**config.mk**
```make
export PLATFORM = sky130hd
export DESIGN_NAME = rob_retire_ctrl
export DESIGN_NICKNAME = d
export VERILOG_FILES = /design/src/rtl/rob_retire_ctrl.sv
export SDC_FILE = /design/constraint.sdc
export NUM_CORES = 2
export LEC_CHECK = 0
export CAP_MARGIN = 25
export CORE_MARGIN = 1
export CORE_UTILIZATION = 55
export CTS_CLUSTER_DIAMETER = 80
export DETAILED_ROUTE_END_ITERATION = 8
export GPL_TIMING_DRIVEN = 0
export PLACE_DENSITY = 0.84
export SLEW_MARGIN = 15
export SYNTH_ARGS = -nofsm -noshare
export SYNTH_HDL_FRONTEND = slang
export SYNTH_SLANG_ARGS = --single-unit
```
**constraint.sdc**
```tcl
create_clock -name clk -period 8.5 [get_ports clk]
set_input_delay 0.85 -clock clk [delete_from_list [all_inputs] [get_ports clk]]
set_output_delay 0.85 -clock clk [all_outputs]
set_load 0.005 [all_outputs]
```
**src/rtl/rob_retire_ctrl.sv**
```systemverilog
// Reorder buffer: dispatch allocates at tail in program order, writeback marks entries done,
// and up to RETIRE_W oldest contiguous done entries retire per cycle on registered lanes.
module rob_retire_ctrl #(
  parameter int ROB_DEPTH = 16,
  parameter int DISP_W    = 2,
  parameter int RETIRE_W  = 2,
  parameter int NUM_WB    = 2,
  parameter int DATA_LEN  = 32,
  parameter int SRC_LEN   = 5,
  parameter int IDX_W     = $clog2(ROB_DEPTH)
) (
  input  logic                         clk,
  input  logic                         rst_n,
  input  logic                         flush,
  input  logic [DISP_W-1:0]            disp_v,
  input  logic [DISP_W*SRC_LEN-1:0]    disp_rd,
  input  logic [DISP_W-1:0]            disp_rf_wr,
  output logic                         disp_rdy,
  output logic [DISP_W*IDX_W-1:0]      disp_idx,
  input  logic [NUM_WB-1:0]            wb_v,
  input  logic [NUM_WB*IDX_W-1:0]      wb_idx,
  input  logic [NUM_WB*DATA_LEN-1:0]   wb_data,
  output logic [RETIRE_W-1:0]          ret_v,
  output logic [RETIRE_W-1:0]          ret_rf_wr,
  output logic [RETIRE_W*SRC_LEN-1:0]  ret_rd,
  output logic [RETIRE_W*DATA_LEN-1:0] ret_data,
  output logic [IDX_W:0]               rob_count,
  output logic                         rob_empty
);
  localparam logic [IDX_W:0]   LP_RDY_MAX = (IDX_W+1)'(ROB_DEPTH - DISP_W);
  localparam logic [IDX_W-1:0] LP_IDX_ONE = IDX_W'(1);
  localparam logic [IDX_W:0]   LP_CNT_ONE = (IDX_W+1)'(1);

  logic [ROB_DEPTH-1:0] r_valid;
  logic [ROB_DEPTH-1:0] r_done;
  logic [ROB_DEPTH-1:0] r_rfwr;
  logic [SRC_LEN-1:0]   r_rd   [ROB_DEPTH];
  logic [DATA_LEN-1:0]  r_data [ROB_DEPTH];
  logic [IDX_W-1:0]     r_head;
  logic [IDX_W-1:0]     r_tail;
  logic [IDX_W:0]       r_count;

  logic [IDX_W:0]       w_n_disp;
  logic [IDX_W:0]       w_n_ret;
  logic [IDX_W-1:0]     w_ofs;
  logic [RETIRE_W-1:0]  w_ret_sel;
  logic [IDX_W-1:0]     w_ret_idx [RETIRE_W];
  logic                 w_stop;
  logic [NUM_WB-1:0]    w_wb_take;
  logic                 w_wb_conflict;

  assign disp_rdy  = (r_count <= LP_RDY_MAX);
  assign rob_count = r_count;
  assign rob_empty = (r_count == '0);

  // Valid lanes are packed: each lane's index skips the idle lanes below it.
  always_comb begin
    w_n_disp = '0;
    w_ofs    = '0;
    disp_idx = '0;
    for (int unsigned k = 0; k < DISP_W; k++) begin
      disp_idx[k*IDX_W +: IDX_W] = r_tail + w_ofs;
      if (disp_v[k]) begin
        w_ofs    = w_ofs + LP_IDX_ONE;
        w_n_disp = w_n_disp + LP_CNT_ONE;
      end
    end
    if (!disp_rdy) w_n_disp = '0;
  end

  always_comb begin
    w_n_ret   = '0;
    w_ret_sel = '0;
    w_stop    = 1'b0;
    for (int unsigned k = 0; k < RETIRE_W; k++) begin
      w_ret_idx[k] = r_head + IDX_W'(k);
      if (!w_stop && r_valid[w_ret_idx[k]] && r_done[w_ret_idx[k]]) begin
        w_ret_sel[k] = 1'b1;
        w_n_ret      = w_n_ret + LP_CNT_ONE;
      end else begin
        w_stop = 1'b1;
      end
    end
  end

  // A port is suppressed when any lower-numbered port targets the same entry.
  always_comb begin
    w_wb_take     = '0;
    w_wb_conflict = 1'b0;
    for (int unsigned p = 0; p < NUM_WB; p++) begin
      w_wb_take[p] = wb_v[p] && r_valid[wb_idx[p*IDX_W +: IDX_W]]
                     && !r_done[wb_idx[p*IDX_W +: IDX_W]];
      for (int unsigned q = 0; q < p; q++) begin
        if (wb_v[q] && wb_v[p] && (wb_idx[q*IDX_W +: IDX_W] == wb_idx[p*IDX_W +: IDX_W])) begin
          w_wb_take[p]  = 1'b0;
          w_wb_conflict = 1'b1;
        end
      end
    end
  end

  always_ff @(posedge clk or negedge rst_n) begin
    if (!rst_n) begin
      r_valid <= '0;
      r_done  <= '0;
      r_head  <= '0;
      r_tail  <= '0;
      r_count <= '0;
    end else if (flush) begin
      r_valid <= '0;
      r_done  <= '0;
      r_head  <= '0;
      r_tail  <= '0;
      r_count <= '0;
    end else begin
      for (int unsigned k = 0; k < RETIRE_W; k++) begin
        if (w_ret_sel[k]) begin
          r_valid[w_ret_idx[k]] <= 1'b0;
          r_done[w_ret_idx[k]]  <= 1'b0;
        end
      end
      if (disp_rdy) begin
        for (int unsigned k = 0; k < DISP_W; k++) begin
          if (disp_v[k]) begin
            r_valid[disp_idx[k*IDX_W +: IDX_W]] <= 1'b1;
            r_done[disp_idx[k*IDX_W +: IDX_W]]  <= 1'b0;
          end
        end
      end
      for (int unsigned p = 0; p < NUM_WB; p++) begin
        if (w_wb_take[p]) r_done[wb_idx[p*IDX_W +: IDX_W]] <= 1'b1;
      end
      r_head  <= r_head + w_n_ret[IDX_W-1:0];
      r_tail  <= r_tail + w_n_disp[IDX_W-1:0];
      r_count <= r_count + w_n_disp - w_n_ret;
    end
  end

  // Payload needs no reset: it is only observed through valid/done.
  always_ff @(posedge clk) begin
    if (disp_rdy) begin
      for (int unsigned k = 0; k < DISP_W; k++) begin
        if (disp_v[k]) begin
          r_rfwr[disp_idx[k*IDX_W +: IDX_W]] <= disp_rf_wr[k];
          r_rd[disp_idx[k*IDX_W +: IDX_W]]   <= disp_rd[k*SRC_LEN +: SRC_LEN];
        end
      end
    end
    for (int unsigned p = 0; p < NUM_WB; p++) begin
      if (w_wb_take[p]) r_data[wb_idx[p*IDX_W +: IDX_W]] <= wb_data[p*DATA_LEN +: DATA_LEN];
    end
  end

  always_ff @(posedge clk or negedge rst_n) begin
    if (!rst_n) begin
      ret_v     <= '0;
      ret_rf_wr <= '0;
      ret_rd    <= '0;
      ret_data  <= '0;
    end else if (flush) begin
      ret_v <= '0;
    end else begin
      for (int unsigned k = 0; k < RETIRE_W; k++) begin
        if (w_ret_sel[k]) begin
          ret_v[k]                          <= 1'b1;
          ret_rf_wr[k]                      <= r_rfwr[w_ret_idx[k]];
          ret_rd[k*SRC_LEN +: SRC_LEN]      <= r_rd[w_ret_idx[k]];
          ret_data[k*DATA_LEN +: DATA_LEN]  <= r_data[w_ret_idx[k]];
        end else begin
          ret_v[k] <= 1'b0;
        end
      end
    end
  end

  a_wb_port_unique: assert property (@(posedge clk) disable iff (!rst_n) !w_wb_conflict);

endmodule
```
==> results.ini <==
[clock_tree]
clock_tree.htree_level_count=3
cts.repair.resized=0
cts_buffers=82
post-cts-setup-buffers=0
worstSkewPairLatency_ps=650
clock_sink_count=731
number_of_buffers_between_clock_root_and_the_deepest_sink=3
clk_pin_slew_worst_paths_ps=60
clk_root_buffer_cell=clkbuf_16
postCtsHoldBufs=0
tritoncts_clock_tree=done

[sta]
grt_setup_unrepaired=no
layout_worst_path_cycle_share=0.801
skew_ps=20.7
final_period_minus_worst_setup_slack_ps=6810
setup_viol=0
final_max_slew_viol_count=0
hold_viol=0
max_freq_mhz=147
final.setup.worst_slack_ps=1690
timing.max_slew.rel_slack=0.177
timing_worst_slew_pin_value_ps=1230

[synth]
dominant_combinational_cell_family_by_area_after_synthesis=multiplexers
synthDominantCellAreaShare=0.433
postSynth.topFlopCell=edfxtp_1
adder_and_majority_cell_fraction_of_the_synthesized_area=0.00813
ys_top_cells_by_area=edfxtp_1, mux4_2, mux2_2
synth-xor-area-share=0.00332
synth-compound-area-share=0.0264
ys_warn_count=0
synth_mux_area_frac=0.397
synthTopCellsByCount=mux2_2, edfxtp_1, mux4_2
cell_count_after_synthesis=2596
synthesis.area_mm2=0.0422
synth-edff-count=608
most_frequent_cell_after_synthesis=mux2_2
yosysUniqueCellTypes=71
syn_avg_cell_area_um2=16.2
ys_seq_area_frac=0.506
mappedNetlistNets=2712
ys_seq_elements=731
largest_area_contributor_in_the_synthesized_netlist=edfxtp_1
asyncSetResetFlopFracSynth=0.168
post_synth_simple_gate_area=0.0298

[critical_path]
critPathArrivalTime_ps=7340
path_max_fanout=10
critPathRequiredTime_ps=9030
setup.worst_path.end_class=register
worstSetupPathType=reg2reg
crit_path_start_kind=register

[route]
route.detailed.wl_per_inst_um=37.2
drc_errors=0
detailedRoute.firstPassIterationCount=6
avgViaCountPerCell=7.40
via_count=29700
drt_wl_total_um=149000
drt_first_iter_violations=4744
drtAntennaViolNets=0

[final_layout]
utilization=0.644
design.final.nets=3020
stdcell_count=4010
layout.cell_area.non_filler_mm2=0.0489
area_growth_syn_to_layout_pct=15.9
drive_gt1_frac=0.454

[global_routing]
groute.usage.overall=0.384
number_of_global_route_vias_before_repair=29800
antenna_found_initial=13
grt_first_pass_wirelength_um=210000
grt_max_degree=83
grt-ovfl-total=0

[pwr]
combPwrFrac=0.123
worst_ir_drop_vdd_v=0.000143
seq_power_share=0.461
power.static_leakage_nw=16.3
power_mw=9.12
internal-power_mw=6.86
power.density_mw_per_mm2=187
netSwitchingPower_mw=2.26
power_frac_clock=0.416
power.switching_fraction=0.248

[place]
dp.cells=3842
total_half_perimeter_wirelength_after_legalization_and_detailed_placement_um=98000
preCtsSetupSlack_ps=1950
globalplace.congestion=0.975
portBuffers=180
placedInstanceArea_mm2=0.0459

[floorplan]
rows=101
fp.dieArea_mm2=0.0778
io_pins=184
dieHeight_um=279
core-area_mm2=0.0759
initial_cell_density_of_the_core=0.555
fp.dieW_um=279

[run]
max_cap_viol_count=0

[min_path]
timing.hold.worst.class=in2async

[outcome]
outcome=finished, final reports clean

==> logic make-up (layout without fill, tap and decap cells) <==
logic type | Yosys count | count (layout)
DFF | 731 | 731
adders and majority gates | 25 | 25
xor gates and xnor gates | 16 | 16
buffers and inverters | 303 | 680
other | 0 | 7
AOI/OAI and AO/OA | 157 | 157
and+or+nand+nor | 269 | 269
muxes | 1095 | 1095
==> flip-flops by register name (all words and copies together) (netlist names) <==
register   cells
ret_rf_wr      2
rob_count      5
ret_v          2
ret_rd        10
r_done        16
r_data       512
r_head         4
ret_data      64
r_valid       16
r_rd          80
r_tail         4
r_rfwr        16
==> cell type report <==
type | instances | area [um^2]
inverter | 51 | 201
multi-input combinational | 1562 | 19600
clock inverter | 44 | 539
fill | 5177 | 27100
buffer | 252 | 1080
clock buffer | 109 | 2320
sequential | 731 | 21300
antenna | 7 | 17.5
tap | 1030 | 1290
timing repair buffer | 224 | 2460
==> final timing paths <==
path,start,end,slack [ps],depth (start not counted)
setup / recovery,r_head[1],ret_data[51],1690,14
hold / removal,rst_n,ret_v[0],70,1
setup reg to reg,r_head[1],ret_data[51],1690,14
hold reg to reg,ret_rd[5],ret_rd[5],500,1
max in group asynchronous,rst_n,ret_data[54],7570,2
min in group clk,ret_rd[5],ret_rd[5],500,1
==> power by group through the flow <==
stage	clock (mW)	sequential (mW)	combinational (mW)
global placement	0	4.26	1.04
detailed placement	0	4.27	1.09
global route	3.91	4.21	1.19
finish	3.80	4.20	1.12
CTS	3.78	4.20	1.10
floorplan	0	4.22	0.655
==> critical path, stage by stage (launching register included) <==
cell and delay, ps:
dfrtp_1 630, clkbuf_1 690, buf_1 590, inv_1 190, ha_1 320, clkbuf_1 320
clkbuf_1 730, mux4_2 460, mux2i_1 200, nand2_1 280, a21boi_1 590, buf_4 280
buf_2 410, buf_2 560, mux2_2 400
==> cells in the final DEF (no fill, tap or decap), types with 15 or more instances in the layout <==
master / netlist / final
mux2_2: 667 / 667
edfxtp_1: 608 / 608
mux4_2: 394 / 394
clkdlybuf4s50_1: 0 / 179
clkbuf_1: 168 / 169
dfrtp_1: 123 / 123
nand2_1: 88 / 88
clkbuf_16: 0 / 84
nor2_1: 73 / 73
buf_2: 42 / 56
inv_1: 48 / 40
mux2i_1: 29 / 29
o21ai_0: 30 / 29
a21oi_1: 29 / 29
ha_1: 21 / 21
buf_6: 1 / 20
nand3_1: 19 / 19
nor3_1: 18 / 18
clkbuf_2: 3 / 15
clkinv_2: 0 / 15
==> metal layers <==
| metal | share of wire | vias to the layer above | track usage | wire, um |
|---|---|---|---|---|
| li1 | - | 11200 | - | - |
| met3 | 0.15 | 635 | 0.132 | 22000 |
| met2 | 0.46 | 2894 | 0.589 | 68500 |
| met1 | 0.33 | 14900 | 0.475 | 48800 |
| met5 | 0.0014 | - | 0.00750 | 205 |
| met4 | 0.065 | 21 | 0.225 | 9660 |
==> stage by stage <==
step	hold WS, ps	TNS (ps)
after floorplan	505	0
after global placement	489	-19060
after detailed placement	496	0
after CTS	80.3	0
after global routing	103	0
final	74.0	0
Power figures use the tool's default switching activity.
